--- config.mk ---
export PLATFORM = sky130hd
export DESIGN_NAME = linescanner_pattern_generator
export DESIGN_NICKNAME = d
export VERILOG_FILES = /design/src/rtl/linescanner_pkg.sv /design/src/rtl/linescanner_lfsr16.sv /design/src/rtl/linescanner_pattern_generator.sv
export SDC_FILE = /design/constraint.sdc
export NUM_CORES = 1
export LEC_CHECK = 0
export ABC_CLOCK_PERIOD_IN_PS = 2300
export BUFFER_PORTS_ARGS = -buffer_cell sky130_fd_sc_hd__buf_4
export CAP_MARGIN = 20
export CORE_MARGIN = 2
export CORE_UTILIZATION = 55
export CTS_CLUSTER_DIAMETER = 100
export DETAILED_ROUTE_END_ITERATION = 6
export PLACE_DENSITY = 0.75
export SKIP_CTS_REPAIR_TIMING = 1
export SYNTH_ARGS = -nofsm -noshare
export SYNTH_HDL_FRONTEND = slang
export SYNTH_SLANG_ARGS = --single-unit
--- constraint.sdc ---
create_clock -name main_clock_source -period 2.3 [get_ports main_clock_source]
set_input_delay 0.115 -clock main_clock_source [delete_from_list [all_inputs] [get_ports main_clock_source]]
set_output_delay 0.115 -clock main_clock_source [all_outputs]
set_load 0.01 [all_outputs]
--- src/rtl/linescanner_pkg.sv ---
// Shared types and constants for the line-scanner pattern source.
// Pattern modes, FSM encoding and the 16-bit LFSR definition.
package linescanner_pkg;

    typedef enum logic [1:0] {
        MODE_RAMP    = 2'd0,
        MODE_CONST   = 2'd1,
        MODE_CHECKER = 2'd2,
        MODE_LFSR    = 2'd3
    } mode_t;

    typedef enum logic [1:0] {
        ST_IDLE   = 2'd0,
        ST_ACTIVE = 2'd1,
        ST_BLANK  = 2'd2
    } state_t;

    localparam logic [15:0] LFSR_SEED = 16'hACE1;

    // x^16+x^14+x^13+x^11+1 in right-shifting Fibonacci form
    localparam logic [15:0] LFSR_TAPS = 16'h002D;

    function automatic logic [15:0] lfsr_next(input logic [15:0] r);
        return {^(r & LFSR_TAPS), r[15:1]};
    endfunction

endpackage

--- src/rtl/linescanner_lfsr16.sv ---
// 16-bit Fibonacci LFSR with synchronous seed load and step enable.
// Holds its value whenever step is low.
module linescanner_lfsr16
    import linescanner_pkg::*;
(
    input  logic        clk,
    input  logic        rst_n,
    input  logic        seed_load,
    input  logic        step,
    output logic [15:0] value
);

    always_ff @(posedge clk or negedge rst_n) begin
        if (!rst_n) begin
            value <= LFSR_SEED;
        end else if (seed_load) begin
            value <= LFSR_SEED;
        end else if (step) begin
            value <= lfsr_next(value);
        end
    end

endmodule

--- src/rtl/linescanner_pattern_generator.sv ---
// Line-scanner source model: framed scan lines with blanking and
// four test patterns on a valid/ready pixel stream.
module linescanner_pattern_generator
    import linescanner_pkg::*;
#(
    parameter int PIXEL_WIDTH      = 8,
    parameter int LINE_LENGTH      = 1024,
    parameter int LINE_GAP         = 4,
    parameter int BAR_WIDTH        = 8,
    parameter int LINE_COUNT_WIDTH = 16
) (
    input  logic                        main_clock_source,
    input  logic                        n_reset,
    input  logic                        enable,
    input  logic [1:0]                  mode,
    input  logic [PIXEL_WIDTH-1:0]      constant_value,
    input  logic                        pixel_ready,
    output logic [PIXEL_WIDTH-1:0]      pixel_data,
    output logic                        pixel_captured,
    output logic                        line_start,
    output logic                        line_end,
    output logic [LINE_COUNT_WIDTH-1:0] line_count
);

    localparam int IDX_W = (LINE_LENGTH > 1) ? $clog2(LINE_LENGTH) : 1;
    localparam int BAR_W = (BAR_WIDTH > 1) ? $clog2(BAR_WIDTH) : 1;
    localparam int GAP_W = (LINE_GAP > 1) ? $clog2(LINE_GAP) : 1;

    localparam logic [IDX_W-1:0] IDX_LAST = IDX_W'(LINE_LENGTH - 1);
    localparam logic [BAR_W-1:0] BAR_LAST = BAR_W'(BAR_WIDTH - 1);
    localparam logic [GAP_W-1:0] GAP_LAST =
        GAP_W'((LINE_GAP > 0) ? LINE_GAP - 1 : 0);
    localparam logic SINGLE_PIXEL = (LINE_LENGTH == 1);
    localparam logic NO_GAP       = (LINE_GAP == 0);

    state_t                      state;
    mode_t                       mode_q;
    logic [PIXEL_WIDTH-1:0]      const_q;
    logic [IDX_W-1:0]            idx;
    logic [BAR_W-1:0]            bar_cnt;
    logic                        bar_par;
    logic                        line_par;
    logic [GAP_W-1:0]            blank_cnt;

    logic [15:0]                 lfsr_value;
    logic [15:0]                 lfsr_after;
    logic                        seed_load;
    logic                        transfer;
    logic                        abort;
    logic                        line_done;
    logic                        start_line;
    logic                        to_blank;
    logic                        advance;
    logic [LINE_COUNT_WIDTH-1:0] cnt_inc;
    logic                        start_par;
    logic [PIXEL_WIDTH-1:0]      start_pix;
    logic [IDX_W-1:0]            next_idx;
    logic [BAR_W-1:0]            next_bar_cnt;
    logic                        next_bar_par;
    logic [PIXEL_WIDTH-1:0]      next_pix;

    function automatic logic [PIXEL_WIDTH-1:0] pattern(
        input mode_t                  m,
        input logic [IDX_W-1:0]       i,
        input logic                   bp,
        input logic                   lp,
        input logic [PIXEL_WIDTH-1:0] cv,
        input logic [15:0]            r
    );
        logic [PIXEL_WIDTH-1:0] p;
        p = '0;
        unique case (m)
            MODE_RAMP:    p = PIXEL_WIDTH'(i);
            MODE_CONST:   p = cv;
            MODE_CHECKER: p = (bp ^ lp) ? '1 : '0;
            MODE_LFSR:    p = PIXEL_WIDTH'(r);
        endcase
        return p;
    endfunction

    linescanner_lfsr16 u_lfsr (
        .clk       (main_clock_source),
        .rst_n     (n_reset),
        .seed_load (seed_load),
        .step      (transfer),
        .value     (lfsr_value)
    );

    always_comb begin
        abort     = (state != ST_IDLE) && !enable;
        seed_load = (state == ST_IDLE) && enable;
        transfer  = (state == ST_ACTIVE) && enable
                  && pixel_captured && pixel_ready;
        line_done = transfer && (idx == IDX_LAST);
        to_blank  = line_done && !NO_GAP;
        advance   = transfer && !line_done;
        start_line = seed_load
                   || (line_done && NO_GAP)
                   || ((state == ST_BLANK) && enable
                       && (blank_cnt == GAP_LAST));

        // registered pixel must match the LFSR value after this edge
        if (seed_load) begin
            lfsr_after = LFSR_SEED;
        end else if (transfer) begin
            lfsr_after = lfsr_next(lfsr_value);
        end else begin
            lfsr_after = lfsr_value;
        end

        cnt_inc   = line_count + LINE_COUNT_WIDTH'(1);
        start_par = (state == ST_ACTIVE) ? cnt_inc[0] : line_count[0];
        start_pix = pattern(mode_t'(mode), '0, 1'b0, start_par,
                            constant_value, lfsr_after);

        next_idx     = idx + IDX_W'(1);
        next_bar_cnt = (bar_cnt == BAR_LAST) ? '0 : bar_cnt + BAR_W'(1);
        next_bar_par = (bar_cnt == BAR_LAST) ? ~bar_par : bar_par;
        next_pix     = pattern(mode_q, next_idx, next_bar_par, line_par,
                               const_q, lfsr_after);
    end

    always_ff @(posedge main_clock_source or negedge n_reset) begin
        if (!n_reset) begin
            state          <= ST_IDLE;
            mode_q         <= MODE_RAMP;
            const_q        <= '0;
            idx            <= '0;
            bar_cnt        <= '0;
            bar_par        <= 1'b0;
            line_par       <= 1'b0;
            blank_cnt      <= '0;
            line_count     <= '0;
            pixel_data     <= '0;
            pixel_captured <= 1'b0;
            line_start     <= 1'b0;
            line_end       <= 1'b0;
        end else if (abort) begin
            state          <= ST_IDLE;
            idx            <= '0;
            bar_cnt        <= '0;
            bar_par        <= 1'b0;
            line_par       <= 1'b0;
            blank_cnt      <= '0;
            line_count     <= '0;
            pixel_data     <= '0;
            pixel_captured <= 1'b0;
            line_start     <= 1'b0;
            line_end       <= 1'b0;
        end else begin
            if (line_done) begin
                line_count <= cnt_inc;
            end
            if (start_line) begin
                state          <= ST_ACTIVE;
                mode_q         <= mode_t'(mode);
                const_q        <= constant_value;
                idx            <= '0;
                bar_cnt        <= '0;
                bar_par        <= 1'b0;
                line_par       <= start_par;
                pixel_data     <= start_pix;
                pixel_captured <= 1'b1;
                line_start     <= 1'b1;
                line_end       <= SINGLE_PIXEL;
                if (seed_load) begin
                    line_count <= '0;
                end
            end else if (to_blank) begin
                state          <= ST_BLANK;
                blank_cnt      <= '0;
                pixel_data     <= '0;
                pixel_captured <= 1'b0;
                line_start     <= 1'b0;
                line_end       <= 1'b0;
            end else if (advance) begin
                idx        <= next_idx;
                bar_cnt    <= next_bar_cnt;
                bar_par    <= next_bar_par;
                pixel_data <= next_pix;
                line_start <= 1'b0;
                line_end   <= (next_idx == IDX_LAST);
            end else if (state == ST_BLANK) begin
                blank_cnt <= blank_cnt + GAP_W'(1);
            end
        end
    end

endmodule

# Word-level counts from Yosys, hierarchy flattened
# Index checks and enable logic that the tools add are counted.
[totals] ff_bits=72 in_bits=14 out_inout_bits=27
[op_classes] add_sub_neg=4 n_eq_ne=15 mux=50 bitwise_logic=3 n_reduce_logical=26
[ops] operator="$mux W16" count=6
[ops] operator="$pmux W8 S4" count=2
[ops] operator="$mux W8" count=6
[ops] operator="$mux W10" count=4
[ops] operator="$eq A10 B10 Y1 const B" count=2
[ops] operator="$mux W1" count=19
[ops] operator="$add A16 B1 Y16 const B" count=1
[ops] operator="$mux W2" count=8
[ops] operator="$reduce_xor A16 Y1" count=1
[ops] operator="$mux W3" count=5
[ops] operator="$eq A2 B2 Y1 const B" count=6
[ops] operator="$add A10 B1 Y10 const B" count=1
[ops] operator="$logic_and A1 B1 Y1" count=9
[ops] operator="$reduce_bool A3 Y1" count=3
[ops] operator="$eq A2 B1 Y1 const B" count=3
[ops] operator="$logic_not A2 Y1" count=3
[ops] operator="$reduce_bool A2 Y1" count=3
[ops] operator="$reduce_and A2 Y1" count=2
[ops] operator="$reduce_bool A4 Y1" count=1
[ops] operator="$add A3 B1 Y3 const B" count=1
[ops] operator="$eq A3 B3 Y1 const B" count=1
[ops] operator="$ne A3 B2 Y1 const B" count=1
[ops] operator="$ne A3 B3 Y1 const B" count=1
[ops] operator="$reduce_and A3 Y1" count=1
[ops] operator="other kinds (6)" count=8

# Depth between registers and ports, before layout
[depth] word_depth=11 depth_mapped=7 ltp_nobuf=7

# Cells and area by module
# A second synthesis with hierarchy kept.
[hier_totals] cells_unflattened=442 hier_area_um2=3986.3
[by_module_without_submodules] module="linescanner_pattern_generator" n_inst=1 cells_per_inst=387 area_each_um2=3296.9 seq_area_each_um2=1376.3
[by_module_without_submodules] module="linescanner_lfsr16" n_inst=1 cells_per_inst=55 area_each_um2=689.4 seq_area_each_um2=410.4

# Worst setup path after synthesis
# No wires, ideal clock.
[synth_path] kind="reg2reg" startpoint="register bar_cnt[0]" endpoint="register pixel_data[1]" setup_ns=0.068 arrival_time_ns=1.781 setup_slack_ns=0.450 path_stages_with_launch=7 path_buffers=0 synth_period_minus_slack_ns=1.850 cell_sequence="dfrtp_1 -> ha_1 -> ha_1 -> xnor3_1 -> a31o_2 -> a311o_1 -> nand3_1"
[synth_between] elab_chain_cells=9
[synth_lines] item="start, declared" line="linescanner_pattern_generator.sv:40" source="logic [BAR_W-1:0] bar_cnt;"
[synth_lines] item="start signal, assigned" line="linescanner_pattern_generator.sv:178" source="bar_cnt <= next_bar_cnt;"
[synth_lines] item="$eq A3 B3 Y1" line="linescanner_pattern_generator.sv:118" source="next_bar_par = (bar_cnt == BAR_LAST) ? ~bar_par : bar_par;"
[synth_lines] item="$mux W1" line="linescanner_pattern_generator.sv:118"
[synth_lines] item="$xor A1 B1 Y1" line="linescanner_pattern_generator.sv:75" source="MODE_CHECKER: p = (bp ^ lp) ? '1 : '0;"
[synth_lines] item="$mux W8" line="linescanner_pattern_generator.sv:75"
[synth_lines] item="$pmux W8 S4" line="linescanner_pattern_generator.sv:72" source="unique case (m)"
[synth_lines] item="$mux W8" line="linescanner_pattern_generator.sv:176" source="end else if (advance) begin"
[synth_lines] item="$mux W8" line="linescanner_pattern_generator.sv:169" source="end else if (to_blank) begin"
[synth_lines] item="$mux W8" line="linescanner_pattern_generator.sv:154" source="if (start_line) begin"
[synth_lines] item="$mux W8" line="linescanner_pattern_generator.sv:138" source="end else if (abort) begin"
[synth_lines] item="end signal, assigned" line="linescanner_pattern_generator.sv:162" source="pixel_data <= start_pix;"
[synth_lines] item="end signal, assigned" line="linescanner_pattern_generator.sv:180" source="pixel_data <= next_pix;"
[synth_lines] item="end, declared" line="linescanner_pattern_generator.sv:18" source="output logic [PIXEL_WIDTH-1:0] pixel_data,"
# Every way passes these cells. The select of a mux whose other input is x is not followed.
# A chain may end at the register's enable or synchronous reset.

# Final worst setup path
[layout_path] startpoint="register bar_cnt[0]" endpoint="register pixel_data[6]"
# The elaborated chain is that of the path after synthesis.

==> impl_results.md <==
* Worst path max stage delay at 390 ps
* Crit. path cell count at 6
* Largest area contributor in the netlist: dfrtp_1
* Post-Synth Simple-Gate Area at 0.2359
* Syn_nets at 455
* WP data required at 2590 ps
* Mapped Cells at 435
* CP Class: reg2reg
* Largest family of logic cells by synthesized area: simple AND/OR/NAND/NOR gates
* Reg2reg start: bar_cnt[0]$_DFFE_PN0P_
* Share of cells above drive strength 1 at 0.2090
* Yosys top cell area share at 0.3845
* Cell Count Post-Placement at 564
* Crit path capture type: flop
* Fmax at 499.3 MHz
* Grt total ovfl at 0
* Pwr per Cell Area at 646.0 nW/um^2
* Final Max Slew Viols at 0
* Clock buffer count from CTS at 9
* WHS at -30.87 ps
* Worst Reg-to-Reg Cells at 6
* Top_reg_cell synth: dfrtp_1
* CP Capture Point: pixel_data[6]$_DFFE_PN0P_
* Fin util at 0.6576
* Worst Tran Pin Value at 869.4 ps
* Combinational group share of total power at 0.197
* Post-synthesis compound-gate area fraction at 0.1858
* Switching Share at 0.3035
* Setup Slack @ Placement at 306.7 ps
* Post-synthesis mux area share at 0.01495
* DRC at 0
* Synth cell count leaders: nand2_1, dfrtp_1, o21ai_0, nor2_1, nand3_1
* Status: finished with violations
* EDFF count, synth at 0
* Netlist Area Pre-Place at 4100 um^2
* #FFs+latches synth at 71
* Post-synthesis xor/xnor area fraction at 0.06103
* Die Wd at 90.34 um
* Worst skew pair latency at 350 ps
* H-tree levels at 3
* Die area at 8161 um^2
* Post-route setup TNS at 0 ps
* Max clock buf depth at 2
* TritonCTS clock tree: yes
* DRT Pass-1 Iters at 4
* First-pass GRT wire length at 16,770 um
* First DRT Iteration DRCs at 220
* Final hold violation count at 2
* ANT nets after route at 0
* Slowest CP cell: dfrtp_1
* Crit-path most repeated cell: ha_1
* Clk network pwr share at 0.319
* Worst R2R Setup Slack at 300 ps
* Fillers at 605
* Vias in the first global route at 3,289
* Clock slew at reported path FFs at 70 ps
* Clk root buf: clkbuf_8
* Crit path launch type: flop
* Worst Slack Setup Final at 297.3 ps
* GP Congestion at 0.8895
* Largest net degree at the start of global routing at 72
* Tcrit/Tclk final at 0.8707
* Netlist cell types at 68
* Rel. slew slack at 0.4204
* Gr usage total at 0.2563
* Adder-cell share of the synthesized area at 0.01831
* YS warnings at 0
* Synth Area per Inst at 9.426 um^2
* Hold WC Path Type: in2reg
* Count leader, synth: nand2_1
* Reg-to-reg endpoint: pixel_data[6]$_DFFE_PN0P_
* Die H at 90.34 um
* Initial antenna violation count at 0
* Final Routed Wirelength at 9771 um
* Worst Skew at 9.003 ps
* FP Rows at 31
* Data arrival, critical path at 2290 ps
* Seq pwr share at 0.484
* Final setup fails at 0
* Int Pwr at 2.146 mW
* Design Power at 3.081 mW
* Peak VDD IR at 508.6 uV
* Max cap viols at 0
* Failing checks: negative hold slack
* Non-Filler Instances at 587
* Area grow syn2layout at 16.33%
* Buf+Inv Stages, Crit Path at 0
* # clock sinks at 71
* Final net count at 503
* Post-layout min period at 2003 ps
* Synth area leaders: dfrtp_1, nand2_1, dfstp_2
* Buffers on Ports at 40
* DP HPWL at 6865 um
* Lkg Pwr at 2.130 nW
* Worst Path Max Fanout at 7
* CP top delay family: compound AO/OA/AOI/OAI gates
* Antenna diodes at 0
* Starting Density at 0.5653
* Post-synthesis sequential area ratio at 0.4358
* FFs w/ async S/R, synth at 1.000
* Core Area at 7253 um^2
* Crit path cell chain: ha_1 > ha_1 > xnor3_1 > a31o_2 > a221oi_1 > a221o_1
* DR vias at 3,493
* Via density at 5.951
* Io pins at 41
* Switching power at 0.9352 mW
* Placed Area at 4499 um^2
* Design area at 4770 um^2
* RSZ-0062 raised after global routing: no
* Critical Path Source: bar_cnt[0]$_DFFE_PN0P_
* WL per Instance at 16.65 um
## worst register-to-register path: stages, from the launching register on
cell      delay (ps)
dfrtp_1          390
ha_1             200
ha_1             220
xnor3_1          390
a31o_2           310
a221oi_1         280
a221o_1          160
## metal layers
metal / part of all wire / GRT usage
met1: 0.46 / 0.3793
met2: 0.48 / 0.3784
met3: 0.049 / 0.04758
met4: 0.014 / 0.09103
met5: 0 / 0
## cells in the final DEF, fill, tap and decap left out, types with 3 or more instances in the layout
cell type	count
xnor2_1	14
clkbuf_8	13
nand3b_1	3
xor2_1	12
and4_1	4
a21o_1	6
nor2b_1	9
nand2_1	64
a22oi_1	6
dfstp_2	8
nor4_2	5
o21ai_0	31
mux2i_1	5
o31ai_1	3
a22o_1	3
buf_4	56
ha_1	6
a221oi_1	3
a221o_1	6
and3_1	3
inv_1	14
o22ai_1	7
dlygate4sd3_1	7
dfrtp_1	63
nand3_1	16
and2_4	3
nor2_1	28
and2_1	4
nand2b_1	5
a21oi_1	13
nand4_1	14
a31oi_1	8
## power by group through the flow
stage / registers, mW / clock network [mW] / logic (mW)
global placement: 1.51 / 0 / 0.581
global route: 1.51 / 1.06 / 0.674
CTS: 1.49 / 0.995 / 0.598
detailed placement: 1.51 / 0 / 0.596
finish: 1.49 / 0.984 / 0.607
floorplan: 1.47 / 0 / 0.389
## flip-flops by register name (all words and copies together) (netlist names), 3 cells and up
signal and count:
bar_cnt 3, const_q 8, idx 10, line_count 16, pixel_data 8, u_lfsr.value 16
## worst min-delay path by stage
stage	from	to	slack [ps]	depth (start not counted)
6_report	constant_value[4]	const_q[4]$_DFFE_PN0P_	-30	3
5_1_grt	constant_value[4]	const_q[4]$_DFFE_PN0P_	5	3
4_1_cts	n_reset	u_lfsr.value[12]$_DFFE_PN0P_	-90	1
3_5_place_dp	n_reset	u_lfsr.value[12]$_DFFE_PN0P_	290	1
3_3_place_gp	n_reset	u_lfsr.value[12]$_DFFE_PN0P_	290	1
2_1_floorplan	n_reset	bar_cnt[0]$_DFFE_PN0P_	-180	0
## layout make-up
| type | count | area, um^2 | share of cell area |
|---|---|---|---|
| inverters | 14 | 52.55 | 0.01102 |
| clock buffers | 14 | 182.7 | 0.03830 |
| well taps | 99 | 123.9 | 0.02597 |
| multi-input cells | 324 | 2121 | 0.4446 |
| flip-flops and latches | 71 | 1787 | 0.3746 |
| repair buffers | 63 | 490.5 | 0.1028 |
| clock inverters | 2 | 12.51 | 0.002623 |
## kinds of logic after synthesis
group	Yosys count
compound gates	110
buf+inv	40
xor+xnor	27
simple gates	175
mux	6
flops	71
fa+ha+maj	6
(Power assumes the default switching activity.)
